$ cat src/rtl/dsp_mac_seq_ctrl.sv
// dsp_mac_seq_ctrl: sequenced 20x18 signed dot-product MAC with start/done handshake.
// Optional sticky overflow flag and ovf port when DSP_SEQ_OVF_FLAG_EN is defined.
module dsp_mac_seq_ctrl (
    input  logic                clk,
    input  logic                reset,
    input  logic                start,
    input  logic [7:0]          len,
    input  logic                subtract_i,
    input  logic                a_valid,
    output logic                a_ready,
    input  logic signed [19:0]  A,
    input  logic signed [17:0]  B,
    output logic                busy,
    output logic                done,
    output logic signed [37:0]  P
`ifdef DSP_SEQ_OVF_FLAG_EN
    ,
    output logic                ovf
`endif
);
    typedef enum logic [1:0] {IDLE, RUN, DONE} state_t;
    state_t             state, state_n;
    logic [7:0]         count;
    logic signed [37:0] acc, acc_n, prod;
    logic               sub, beat, go, last;
`ifdef DSP_SEQ_OVF_FLAG_EN
    logic               flag, ov;
`endif
    always_comb begin
        prod    = {{18{A[19]}}, A} * {{20{B[17]}}, B};
        acc_n   = sub ? acc - prod : acc + prod;
        a_ready = state == RUN;
        busy    = state != IDLE;
        done    = state == DONE;
        beat    = a_valid && a_ready;
        go      = start && state == IDLE;
        last    = beat && count == 8'd1;
        state_n = go ? (len == 8'd0 ? DONE : RUN) :
                  last ? DONE :
                  state == DONE ? IDLE : state;
`ifdef DSP_SEQ_OVF_FLAG_EN
        // add overflows when operand signs match; subtract when they differ
        ov = (acc[37] == (prod[37] ^ sub)) && (acc_n[37] != acc[37]);
`endif
    end
    always_ff @(posedge clk) begin
        if (reset) begin
            state <= IDLE;
            acc   <= '0;
            P     <= '0;
            count <= '0;
            sub   <= 1'b0;
`ifdef DSP_SEQ_OVF_FLAG_EN
            flag  <= 1'b0;
            ovf   <= 1'b0;
`endif
        end else begin
            state <= state_n;
            if (go) begin
                acc   <= '0;
                count <= len;
                sub   <= subtract_i;
`ifdef DSP_SEQ_OVF_FLAG_EN
                flag  <= 1'b0;
                if (len == 8'd0) ovf <= 1'b0;
`endif
                if (len == 8'd0) P <= '0;
            end else if (beat) begin
                acc   <= acc_n;
                count <= count - 8'd1;
`ifdef DSP_SEQ_OVF_FLAG_EN
                flag  <= flag | ov;
                if (last) ovf <= flag | ov;
`endif
                if (last) P <= acc_n;
            end
        end
    end
endmodule

$ cat config.mk
export PLATFORM = sky130hd
export DESIGN_NAME = dsp_mac_seq_ctrl
export DESIGN_NICKNAME = d
export VERILOG_FILES = /design/src/rtl/dsp_mac_seq_ctrl.sv
export SDC_FILE = /design/constraint.sdc
export NUM_CORES = 1
export LEC_CHECK = 0
export BUFFER_PORTS_ARGS = -buffer_cell sky130_fd_sc_hd__buf_2
export CAP_MARGIN = 20
export CORE_MARGIN = 8
export CORE_UTILIZATION = 56
export CTS_BUF_LIST = sky130_fd_sc_hd__clkbuf_2
export DETAILED_ROUTE_END_ITERATION = 12
export GPL_TIMING_DRIVEN = 1
export PLACE_DENSITY = 0.74
export REMOVE_ABC_BUFFERS = 1
export SYNTH_ARGS = -nofsm -noshare
export SYNTH_HDL_FRONTEND = slang
export SYNTH_SLANG_ARGS = --single-unit
export TNS_END_PERCENT = 30
$ cat constraint.sdc
create_clock -name clk -period 27.4 [get_ports clk]
set_clock_uncertainty 0.2 [all_clocks]
set_input_delay 5.48 -clock clk [delete_from_list [all_inputs] [get_ports clk]]
set_output_delay 5.48 -clock clk [all_outputs]
set_load 0.02 [all_outputs]
==> flow_summary.toml <==
[route]
wl_um = 46400
viasPerCell = 5.64
wl_per_cell_um = 16.8
vias = 15600
ant_nets = 0
drc = 0
dr.pass1.iters = 5
drtIter0Drc = 947

[clocking]
h-tree-depth = 3
cts_tree = "built"
clock_path_buffers = 2
numCtsBuffers = 9
insertion_delay_ps = 560
cts_resized = 0
clkTransAtPathRegs_ps = 260
ctsRootBufferMaster = "clkbuf_2"
holdBufCountCts = 0
cts_sinks = 87
postCtsSetupBuffers = 0

[synth]
synth_top_area_share_pct = 37.1
yosysUniqueCellTypes = 81
syn_avg_cell_area_um2 = 8.48
async_flop_share_pct = 0
synth_enable_flop_cells = 0
synthCells = 2301
synth_ff_type = "dfxtp_1"
synth_seq_cells = 87
syn_area_mm2 = 0.0195
yosys_warnings = 0
synth_area_leader_cell = "fa_1"
yosys-top-cells-area = "fa_1, dfxtp_1, ha_1"
ys_seq_area_share_pct = 8.93

[setup_path]
cpPeakStageDelay_ps = 560
endpoint_kind = "register"
cp_common_cell = "fa_1"
r2r_cells = 14
crit_slowest_cell = "fa_1"
rr_startpoint = "sub"
cp-start-kind = "input pin"
rrSetupSlack_ps = 22760
worstPathRequired_ps = 27660
critPathKind = "input pin to register"
cp_max_fo = 20
arrival_ps = 14790
startpoint = "B[9]"
reg2reg_to = "acc[26]"
critPathCapture = "P[37]"

[timing]
tightest_slew_ps = 1050
timing.final.crit_share_pct = 53.0
setup_viol = 0
rsz0062_at_grt = "false"
hold_viol_final = 0
min_period_ps = 14540
relSlewSlack_pct = 30.0
fmax_ghz = 0.0688
tns_ps = 0
slew_viol_final = 0

[cells_and_area]
mostFrequentLayoutCell = "inv_1"
diodes = 0
layout.nets = 2853
drive_above_1_share_pct = 5.76
synthToLayoutAreaGrowth_pct = 4.02
final_cell_mix = "inv_1, fa_1, nand2_1"
fill_cells = 3088

[placed_design]
dp_hpwl_um = 38600
numPortBuffers = 91
globalplace.congestion = 0.876

[grt]
grt_remaining_overflow = 0
grt_pass1_wl_um = 79300
grt_pass1_vias = 16600
grt_max_degree = 57
antenna_found_initial = 0
grt_use_total_pct = 23.1

[hold_path]
holdCritStartpoint = "acc[19]"
min_path_type = "register to register"

[floorplan]
die-width_um = 203
fp-row-count = 68
dieArea_mm2 = 0.0411
start_util_pct = 56.6
coreArea_mm2 = 0.0345
ioPinCount = 92
fp.dieH_um = 203

[run_status]
outcome = "complete, no violations"

[job]
cap_violations = 0
how the worst min path moves through the flow:
| stage | to | slack [ps] | depth (start not counted) |
|---|---|---|---|
| finish | acc[19] | 280 | 2 |
| detailed placement | acc[18] | 250 | 2 |
| floorplan | acc[18] | 240 | 2 |
| global route | acc[5] | 300 | 2 |
| CTS | acc[19] | 280 | 2 |
| global placement | acc[3] | 250 | 2 |
logic make-up after synthesis:
| kind of cell | after synthesis | synth area share, % |
|---|---|---|
| AOI/OAI and AO/OA | 322 | 11.0 |
| xor gates and xnor gates | 99 | 4.44 |
| muxes | 3 | 0.160 |
| buffers and inverters | 530 | 10.2 |
| DFF | 87 | 8.93 |
| adders and majority gates | 499 | 45.9 |
| and+or+nand+nor | 761 | 19.3 |
area by class of cell:
class	instances	area [um^2]	area share [%]
clock buffers	9	45.0	0.222
multi-input cells	1684	15800	77.8
clock inverters	7	46.3	0.228
repair buffers	95	505	2.49
flip-flops and latches	87	1740	8.58
inverters	426	1600	7.88
well taps	455	569	2.81
routing by layer:
layer  track usage (%)  part of all wire, %  vias up
li1                  -                    -     7211
met1              28.6                   40     7811
met2              41.2                   52      460
met3              3.19                  5.0       98
met4              6.99                  2.9        0
met5             0.615                    0        -
sequential cells by signal, summed over array words and instances (netlist names):
| signal | count |
|---|---|
| count | 8 |
| sub | 1 |
| state | 2 |
| P | 38 |
| acc | 38 |
stage by stage:
stage          instance area, um^2  setup slack, ps  std cells  hold slack [ps]  utilization (%)
4_1_cts                      20300            12990       2763              281             58.9
6_report                     20300            12860       2763              281             58.9
3_5_place_dp                 20200            12350       2747              253             58.6
2_1_floorplan                19100            13720       2197              236                -
3_3_place_gp                 20200            12590       2746              248             58.5
5_1_grt                      20300            12180       2763              296             58.9
cells in the mapped netlist (7+ instances only):
master,instances
dfxtp_1,87
ha_1,137
nor2b_1,9
nand3b_1,7
xor2_1,30
nor2_1,137
o21ai_0,49
a21oi_1,98
nor4_1,9
nand2b_1,16
a22oi_1,29
nand4_1,11
o31ai_1,7
or3_1,8
nor3_1,21
o211ai_1,8
clkbuf_1,98
fa_1,362
a21o_1,26
o21a_1,7
a211oi_1,11
a31oi_1,9
xnor2_1,69
and2_1,189
inv_1,426
o21bai_1,9
nand2_1,277
nand3_1,33
worst max-delay path, delay by kind of cell:
family	cells	cell delay, ps
and+or+nand+nor	4	1270
xor gates and xnor gates	4	1030
adders and majority gates	8	3760
buffers and inverters	6	650
AOI/OAI and AO/OA	12	2610
Power is not shown: default switching activity piles up to over one toggle a cycle in this logic, so the estimate is an artifact.
